<file path="config.mk">
export PLATFORM = sky130hd
export DESIGN_NAME = cart_rom_fetch
export DESIGN_NICKNAME = d
export VERILOG_FILES = /design/src/rtl/cart_rom_fetch_pkg.sv /design/src/rtl/cart_fetch_cache.sv /design/src/rtl/cart_rom_fetch.sv
export SDC_FILE = /design/constraint.sdc
export NUM_CORES = 1
export LEC_CHECK = 0
export BUFFER_PORTS_ARGS = -buffer_cell sky130_fd_sc_hd__buf_2
export CORE_UTILIZATION = 51
export DETAILED_ROUTE_END_ITERATION = 8
export PLACE_DENSITY = 0.87
export SLEW_MARGIN = 25
export SYNTH_ARGS = -nofsm -noshare
export SYNTH_HDL_FRONTEND = slang
export SYNTH_SLANG_ARGS = --single-unit
export TNS_END_PERCENT = 10
</file>
<file path="constraint.sdc">
create_clock -name clk -period 4.96 [get_ports clk]
set_input_delay 0.248 -clock clk [delete_from_list [all_inputs] [get_ports clk]]
set_output_delay 0.248 -clock clk [all_outputs]
set_load 0.01 [all_outputs]
</file>
<file path="src/rtl/cart_rom_fetch_pkg.sv">
// cart_rom_fetch_pkg: shared definitions for the cartridge slot ROM fetch path
//   S_IDLE..S_DONE : fetch FSM state encodings
//   OPEN_BUS       : byte returned when nothing drives the bus (unmapped or aborted fetch)
package cart_rom_fetch_pkg;
  typedef logic [1:0] state_t;
  localparam state_t S_IDLE = 2'd0;
  localparam state_t S_REQ  = 2'd1;
  localparam state_t S_WAIT = 2'd2;
  localparam state_t S_DONE = 2'd3;
  localparam logic [7:0] OPEN_BUS = 8'hFF;
endpackage

</file>
<file path="src/rtl/cart_fetch_cache.sv">
// cart_fetch_cache: one-entry ROM byte cache (valid bit, 25-bit tag, data byte)
//   clk, reset       : clock, asynchronous active-high reset (invalidates)
//   flush            : invalidate the entry; also masks a same-cycle hit
//   fill/fill_addr/fill_data : write the entry with a fetched byte
//   lookup_addr      : address being looked up
//   hit, data        : lookup result and cached byte
module cart_fetch_cache
  import cart_rom_fetch_pkg::*;
(
  input  logic        clk,
  input  logic        reset,
  input  logic        flush,
  input  logic        fill,
  input  logic [24:0] fill_addr,
  input  logic [7:0]  fill_data,
  input  logic [24:0] lookup_addr,
  output logic        hit,
  output logic [7:0]  data
);
  logic        valid;
  logic [24:0] tag;
  always_ff @(posedge clk or posedge reset)
    if (reset) begin
      valid <= 1'b0;
      tag   <= '0;
      data  <= OPEN_BUS;
    end else if (flush) valid <= 1'b0;
    else if (fill) begin
      valid <= 1'b1;
      tag   <= fill_addr;
      data  <= fill_data;
    end
  // a flush arriving with the lookup means the image just changed, so never hit
  assign hit = valid & ~flush & (tag == lookup_addr);
endmodule

</file>
<file path="src/rtl/cart_rom_fetch.sv">
// cart_rom_fetch: fetches one ROM byte from SDRAM per CPU read of the cartridge slot
//   TIMEOUT_CYCLES : WAIT cycles allowed for ram_ack before the fetch is aborted
//   clk, reset     : clock, asynchronous active-high reset
//   cs, cpu_mreq, cpu_rd : CPU slot select, memory request, read strobe
//   mem_addr, mem_unmaped : mapped ROM address and out-of-image flag
//   flush          : ROM image reloaded (only used by the optional cache)
//   ram_addr, ram_rd, ram_ack, ram_din : SDRAM read port
//   dout, cpu_wait, timeout : byte to CPU, CPU stall, sticky abort flag
//   Define CART_FETCH_CACHE_EN to add the one-entry cart_fetch_cache.
module cart_rom_fetch
  import cart_rom_fetch_pkg::*;
#(
  parameter int TIMEOUT_CYCLES = 255
) (
  input  logic        clk,
  input  logic        reset,
  input  logic        cs,
  input  logic        cpu_mreq,
  input  logic        cpu_rd,
  input  logic [24:0] mem_addr,
  input  logic        mem_unmaped,
  input  logic        flush,
  output logic [24:0] ram_addr,
  output logic        ram_rd,
  input  logic        ram_ack,
  input  logic [7:0]  ram_din,
  output logic [7:0]  dout,
  output logic        cpu_wait,
  output logic        timeout
);
  localparam int CW = $clog2(TIMEOUT_CYCLES + 1);
  localparam logic [CW-1:0] CNT_LAST = CW'(TIMEOUT_CYCLES - 1);
  state_t        state;
  logic [CW-1:0] cnt;
  logic          start;
  logic          hit;
  logic [7:0]    hit_data;
  assign start = cs & cpu_mreq & cpu_rd & (state == S_IDLE);
  assign cpu_wait = ~reset & ((start & ~mem_unmaped & ~hit) | (state == S_REQ) | (state == S_WAIT));
`ifdef CART_FETCH_CACHE_EN
  // only acks accepted in WAIT fill, so a stray ack never caches a bogus byte
  cart_fetch_cache u_cache (
    .clk         (clk),
    .reset       (reset),
    .flush       (flush),
    .fill        ((state == S_WAIT) & ram_ack),
    .fill_addr   (ram_addr),
    .fill_data   (ram_din),
    .lookup_addr (mem_addr),
    .hit         (hit),
    .data        (hit_data)
  );
`else
  logic unused_flush;
  assign unused_flush = flush;
  assign hit = 1'b0;
  assign hit_data = OPEN_BUS;
`endif
  // ram_rd is raised on entry to REQ, so it is high exactly while in REQ
  always_ff @(posedge clk or posedge reset)
    if (reset) begin
      state    <= S_IDLE;
      ram_rd   <= 1'b0;
      ram_addr <= '0;
      dout     <= OPEN_BUS;
      timeout  <= 1'b0;
      cnt      <= '0;
    end else begin
      ram_rd <= 1'b0;
      case (state)
        S_IDLE:
          if (start) begin
            if (mem_unmaped) begin
              dout  <= OPEN_BUS;
              state <= S_DONE;
            end else if (hit) begin
              dout  <= hit_data;
              state <= S_DONE;
            end else begin
              ram_addr <= mem_addr;
              ram_rd   <= 1'b1;
              state    <= S_REQ;
            end
          end
        S_REQ: begin
          cnt   <= '0;
          state <= S_WAIT;
        end
        S_WAIT:
          if (ram_ack) begin
            dout  <= ram_din;
            state <= S_DONE;
          end else if (cnt == CNT_LAST) begin
            dout    <= OPEN_BUS;
            timeout <= 1'b1;
            state   <= S_DONE;
          end else cnt <= cnt + 1'b1;
        default: state <= cpu_mreq ? S_DONE : S_IDLE;
      endcase
    end
endmodule

</file>
Word level (Yosys, flattened, before mapping) --
Index checks and enable logic that the tools add are counted. Widths: inputs -> output; s select.
Operators by class: equality and inequality tests 8, muxes and demuxes 17, reduce and logical (&&, ||, !) cells 8, add/subtract/negate cells 1, bitwise gates (word level) 10
Operators with widths (number):
- $mux 8 | 6
- $pmux 8 s2 | 2
- $mux 2 | 5
- $reduce_and 3->1 | 3
- $add 8x1->8 const B | 1
- $eq 8x8->1 const B | 1
- $ne 2x2->1 const B | 4
- $pmux 2 s3 | 1
- $and 1x1->1 | 5
- $reduce_and 4->1 | 1
- $reduce_bool 2->1 | 2
- $mux 1 | 3
- $ne 3x2->1 const B | 1
- $not 1->1 | 3
- $eq 2x1->1 const B | 1
- $eq 2x2->1 const B | 1
- $logic_not 2->1 | 1
- $or 1x1->1 | 2
- $reduce_and 2->1 | 1
Word-level totals: register bits after elaboration 45, output and inout port bits 36, logic and storage cells 50, bits of input ports 41

Longest topological paths before layout --
Gate-level depths: netlist of run 1.
depth after elaboration 7, depth in mapped cells 7

Worst setup path before layout of run 1 --
No wires, ideal clock.
path type register to output, from register state[0], to output port cpu_wait, stages on the path, launching flop included 8, setup slack 3.272 ns, arrival time 1.440 ns, required time 4.712 ns, cell sequence dfrtp_1 > inv_1 > ha_1 > nor3b_1 > buf_2 > buf_4 > nor3_1 > nor2_1
On the way: cells in the longest elaborated chain, start to end 6, elaborated cells between the ends (all ways) 8, those cells by class 2 x eq/ne; 5 x bitwise; 1 x reduce/logical
RTL lines:
- start: declaration | line cart_rom_fetch.sv:33 | state_t state;
- start signal: assignment | line cart_rom_fetch.sv:98 | default: state <= cpu_mreq ? S_DONE : S_IDLE;
- $logic_not 2->1 | line cart_rom_fetch.sv:38 | assign start = cs & cpu_mreq & cpu_rd & (state == S_IDLE);
- $and 1x1->1 | line cart_rom_fetch.sv:38
- $and 1x1->1 | line cart_rom_fetch.sv:39 | assign cpu_wait = ~reset & ((start & ~mem_unmaped & ~hit) | (state == S_REQ) | (state == S_WAIT));
- $or 1x1->1 | line cart_rom_fetch.sv:39
- $or 1x1->1 (*) | line cart_rom_fetch.sv:39
- $and 1x1->1 (*) | line cart_rom_fetch.sv:39
- end: declaration | line cart_rom_fetch.sv:28 | output logic cpu_wait,
Every way passes the cells marked *; elsewhere a longest branch is shown, timed or not.

Worst setup path after layout of run 1 --
Ends and elaborated chain as after synthesis.

==> results.md, run 1 <==
- Highest net fanout along the worst path: 9
- Final Cycle Share: 0.465
- Core area: 3660 sq um
- Synth-to-Final Area Change: 25.2%
- Cell variety after synth: 30
- DIE AREA: between 4000 and 5000 sq um
- Vias/cell: between 5 and 6
- Final Util: 0.666
- Post-CTS sizing: 0
- Maximum vdd drop: 0.000364 V
- Fin. max-slew vios: 0
- CP Launch Point: state[0]
- Inst Count DP: between 200 and 300
- Layout fillers: between 200 and 300
- Met3 wire length: 216 um
- Synthesized cell area: ~2000 sq um
- Post-synthesis xor/xnor area fraction: 0.00450
- Relative slew slack: 0.423
- Worst hold slack: between 0.1 and 0.15 ns
- Vias in the first global route: roughly 1400
- Share of layout cells above drive strength 1: 0.558
- Finished Cell Area: 2440 sq um
- DP Worst Slack: 2.72 ns
- Net Count, Synth: approximately 200
- Highest signal layer in the routed design: met4
- Clk Latency, worst-skew pair: slightly below 0.3 ns
- RSZ-0062 raised after global routing: false
- Final setup violating endpoints: 0
- Pleak: 1.22 nW
- Antenna diodes: 0
- WL final: roughly 3500 um
- Mux contribution to synthesized area: 0.156
- Syn avg cell area: ~13 sq um
- Initial antenna violation count: 0
- DRT Pass-1 Iters: 4
- DP Area: approximately 2400 sq um
- Global-route wire length before repair: approximately 6000 um
- Max Cap Viol: 0
- Worst r2r path cells: 5
- Critical path's slowest cell: nor3b_2
- Initial DRC Count: 25
- Tot GR Track Use: 0.202
- CP Cell Sequence: inv_1, ha_1, nor3b_2, nor3_1, nor2_1, buf_2
- Endpoints failing hold: 0
- Final min period: around 2.3 ns
- CTS tree: yes
- Clk root buf: clkbuf_8
- Final HPWL DP: between 2000 and 3000 um
- Compound-cell area share of the yosys netlist: 0.104
- Crit path depth: 6
- Synth Area in Simple Gates: 0.0873
- Worst Setup Start Kind: register
- Buf/Inv on CP: 2
- Tot Pwr: approximately 1.3 mW
- Num Clock Sinks: 45
- Metal1 wirelength: approximately 1500 um
- Antenna viol nets, final: 0
- Post-CTS setup buffers: 0
- CP Data Arrival Time: just over 2 ns
- Fin worst setup slack: ~2.7 ns
- Critical path's top delay family: simple AND/OR/NAND/NOR gates
- Port bufs: 75
- Kind of critical path: register to output pin
- Slew @ Worst Pin: 0.865 ns
- Chip width: approximately 64 um
- Synth Warn #: 0
- Initial Util: 0.532
- Crit-path max cell delay: about 0.61 ns
- Mapped Cells: 148
- Fmax: 434 MHz
- Row count: 22
- Reg2Reg Launch Point: state[0]
- Largest net degree at the start of global routing: between 40 and 50
- Register area share after synthesis: 0.583
- GRT overflow: 0
- Flop-to-flop setup slack: about 2.8 ns
- # hold bufs at CTS: 0
- Nets: between 200 and 300
- Clk buf depth: 2
- Status: finished, final reports clean
- Cell Pwr Density: 546 nW/um^2
- Vias: ~1400
- CTS buffer count: 5
- RePlAce Congestion: 0.709
- Layout Cells excl Fill: between 200 and 300
- Setup crit end kind: output pin
- Routed wire per std cell: between 10 and 15 um
- Area share of fa/ha/maj cells after synthesis: 0.0385
- Largest family of logic cells by synthesized area: multiplexers
- Worst Hold Class: input port to asynchronous set/reset pin
- # IOs: 77
- Setup TNS: 0 ns
- Worst Path Required: 4.71 ns
- Clock skew: 0.00479 ns
- Yosys reg bits: 45
- Clk pin slew, worst setup/hold paths: around 0.07 ns
- Met2 Routed Length: 1710 um
- H-tree levels: 2
- Residual DRC: 0
- Chip height: 63.8 um
per-layer routing:
metal,vias up,track usage
met1,692,0.236
met5,-,0
met3,7,0.0750
li1,688,-
met4,0,0.102
met2,48,0.326
Yosys cell counts (all sizes together):
cell | instances | area [sq um]
a21o | 1 | 7.51
a21oi | 5 | 25.0
a31o | 4 | 35.0
and2 | 1 | 6.26
and2b | 1 | 7.51
buf | 5 | 32.5
dfrtp | 37 | 926
dfstp | 8 | 210
ha | 6 | 75.1
inv | 5 | 18.8
mux2 | 27 | 304
nand2 | 7 | 28.8
nand2b | 2 | 12.5
nand3 | 9 | 45.0
nand4 | 1 | 12.5
nor2 | 4 | 15.0
nor2b | 1 | 6.26
nor3 | 2 | 10.0
nor3b | 1 | 7.51
o21ai | 6 | 41.3
o22a | 8 | 70.1
o22ai | 1 | 6.26
o311ai | 1 | 8.76
o41ai | 1 | 8.76
or2 | 1 | 6.26
or3 | 2 | 12.5
xor2 | 1 | 8.76
worst reg2reg max path, cell delays in order, from the launching register on:
cell	delay, ns
dfrtp_1	0.42
inv_1	0.09
ha_1	0.23
nor3b_2	0.61
buf_4	0.38
mux2_2	0.38
cell usage in the layout (no fill, tap or decap), drive strengths merged, types with 2 or more instances in the layout:
| cell | n |
|---|---|
| buf | 76 |
| dfrtp | 37 |
| mux2 | 27 |
| nand3 | 9 |
| o22a | 8 |
| dfstp | 8 |
| nand2 | 7 |
| ha | 6 |
| o21ai | 6 |
| clkbuf | 6 |
| a21oi | 5 |
| inv | 5 |
| a31o | 4 |
| nor2 | 4 |
| or3 | 2 |
| nor3 | 2 |
| nand2b | 2 |
cell families (layout without fill, tap and decap cells):
kind of cell	count (synthesis)	after routing
DFF	45	45
and+or+nand+nor	32	32
AOI/OAI and AO/OA	27	27
muxes	27	27
buffers and inverters	10	88
adders and majority gates	6	6
xor gates and xnor gates	1	1
power by group:
group | switching [mW] | leakage [nW] | internal [mW]
logic | 0.253 | 0.615 | 0.259
clock network | 0.105 | 0.0387 | 0.0949
registers | 0.0850 | 0.569 | 0.536
final timing paths:
path,endpoint
max in group asynchronous,ram_addr[8]
worst min-delay path,ram_addr[20]
worst min register to register,timeout
min in group clk,dout[2]
worst max-delay path,cpu_wait
worst max register to register,ram_addr[5]
flip-flops by register name, indices dropped and copies added, names as in the netlist:
| register | count |
|---|---|
| ram_addr | 25 |
| cnt | 8 |
| dout | 8 |
| ram_rd | 1 |
| state | 2 |
| timeout | 1 |
layout make-up:
| type | instances | area (sq um) | area share |
|---|---|---|---|
| multi-input cells | 93 | 766 | 0.314 |
| clock buffers | 6 | 72.6 | 0.0297 |
| repair buffers | 76 | 383 | 0.157 |
| clock inverters | 1 | 3.75 | 0.00154 |
| well taps | 48 | 60.1 | 0.0246 |
| inverters | 5 | 18.8 | 0.00769 |
| flip-flops and latches | 45 | 1140 | 0.466 |
Note: power is estimated with default switching activity, not from simulation.
==> run 2: changes to the inputs <==
- CORE_UTILIZATION: 51 -> 43
- PLACE_DENSITY: 0.87 -> 0.79
- clock period: 4.96 -> 1.95 ns (I/O delays scaled with it)
==> results.md, run 2 (synthesis results as in run 1) <==
- DIE AREA: 4800 sq um
- Largest reg by FF count: ram_addr
- Max reg flops: 25
- Row count: 24
- CP Launch Point: state[1]
- Port bufs: 75
- CP Cell Sequence: inv_1, ha_4, nor3b_4, buf_6, nor3_1, nor2_1, buf_2
- Chip height: approximately 69 um
- Final HPWL DP: 2760 um
- CP Data Arrival Time: ~1.7 ns
- Hold_sp: ram_din[6]
- Reg2Reg Launch Point: cnt[0]
- Fin. max-slew vios: 0
- Relative slew slack: 0.680
- Kind of critical path: register to output pin
- Highest net fanout along the worst path: 7
- WL final: between 3000 and 4000 um
- DRT Pass-1 Iters: 4
- Post-CTS setup buffers: 0
- Antenna viol nets, final: 0
- Layout fillers: roughly 360
- Clk root buf: clkbuf_8
- Clk Latency, worst-skew pair: 0.30 ns
- Hold Path Stages: 2
- Core area: about 4400 sq um
- Num Clock Sinks: 45
- Worst Setup Start Kind: register
- Status: finished, final reports clean
- Worst hold slack: 0.00545 ns
- Share of layout cells above drive strength 1: 0.576
- Crit-path max cell delay: approximately 0.43 ns
- Biggest regs: ram_addr x25, cnt x8, dout x8
- Synth-to-Final Area Change: 31.2%
- Setup crit end kind: output pin
- Cell Pwr Density: 1400 nW/um^2
- Clk pin slew, worst setup/hold paths: 0.09 ns
- Setup TNS: 0 ns
- Global-route wire length before repair: between 6000 and 7000 um
- Max Cap Viol: 0
- Final setup violating endpoints: 0
- Endpoints failing hold: 0
- Fmax: between 500 and 600 MHz
- Slew @ Worst Pin: between 0.4 and 0.5 ns
- Initial DRC Count: 58
- Commonest non-fill, non-tap cell in the layout: buf_2
- CTS tree: yes
- # IOs: just under 80
- Pleak: approximately 1.3 nW
- Final Cycle Share: 0.935
- Largest net degree at the start of global routing: 25
- Vias in the first global route: ~1500
- Clk buf depth: 2
- Nets: ~280
- Commonest non-fill, non-tap cells in the layout: 75 x buf_2, 37 x dfrtp_1, 27 x mux2_2, 9 x nand3_1
- Residual DRC: 0
- GRT overflow: 0
- Chip width: around 69 um
- RePlAce Congestion: ~0.74
- Final min period: around 1.8 ns
- Antenna diodes: 0
- Initial antenna violation count: 0
- Critical path's slowest cell: dfrtp_1
- Hold Path Sink: dout[6]
- Vias: around 1500
- R2r endpoint: dout[5]
- Vias/cell: roughly 5.2
- Critical path's top delay family: buffers and inverters
- Maximum vdd drop: 0.000775 V
- CTS buffer count: 5
- Clock skew: 0.00984 ns
- Buf/Inv on CP: 3
- RSZ-0062 raised after global routing: false
- H-tree levels: 2
- Routed wire per std cell: 13.4 um
- Tot GR Track Use: 0.170
- Flop-to-flop setup slack: approximately 0.15 ns
- Worst Hold Class: input port to register
- Worst Path Required: about 1.9 ns
- Worst r2r path cells: 6
- Initial Util: 0.447
-- run 2: power by group --
| part | internal, mW | switching, mW | leakage, nW |
|---|---|---|---|
| Clock | 0.327 | 0.317 | 0.0549 |
| Sequential | 1.36 | 0.214 | 0.569 |
| Combinational | 0.689 | 0.656 | 0.648 |
-- run 2: repair_timing --
action                                  4_1_cts  5_1_grt
endpoints found under the setup margin        1        1
gates resized for setup                       1        5
hold buffers                                  1        1
endpoints found under the hold margin        21        1
-- run 2: final cells by class --
class | instances | area (sq um) | share of cell area
clock buffer | 7 | 96.3 | 0.0377
clock inverter | 1 | 8.76 | 0.00343
tap | 52 | 65.1 | 0.0255
inverter | 5 | 18.8 | 0.00734
sequential | 45 | 1140 | 0.444
timing repair buffer | 80 | 447 | 0.175
multi-input combinational | 93 | 785 | 0.307
-- run 2: stage by stage --
stage               instance area (sq um)  power [mW]   util  instances  setup slack (ns)
floorplan                            1950        2.42      -        148             0.270
global placement                     2410        2.86  0.553        273             0.226
detailed placement                   2410        2.91  0.553        273             0.168
CTS                                  2530        3.58  0.581        282           0.00130
global route                         2560        3.79  0.587        283          0.000740
finish                               2560        3.57  0.587        283             0.126
-- run 2: worst max path at each step --
stage                     slack (ns)  cells past startpoint           end
final                           0.13                      7      cpu_wait
after global routing          0.0007                      7      cpu_wait
after CTS                      0.001                      7      cpu_wait
after detailed placement        0.17                      6       dout[6]
after global placement          0.23                      6       dout[1]
after floorplan                 0.27                      6  ram_addr[10]
-- run 2: routing by layer --
| metal | global-route usage | share of wire |
|---|---|---|
| met3 | 0.0494 | 0.062 |
| met4 | 0.0658 | 0.014 |
| met2 | 0.279 | 0.50 |
| met5 | 0 | 0 |
| met1 | 0.210 | 0.43 |
-- run 2: worst reg2reg max path: stages (launching register included) --
cell and delay (ns):
dfrtp_1 0.42, inv_1 0.07, ha_1 0.13, nand3_1 0.14
o21ai_4 0.42, and2_1 0.38, o22a_1 0.18
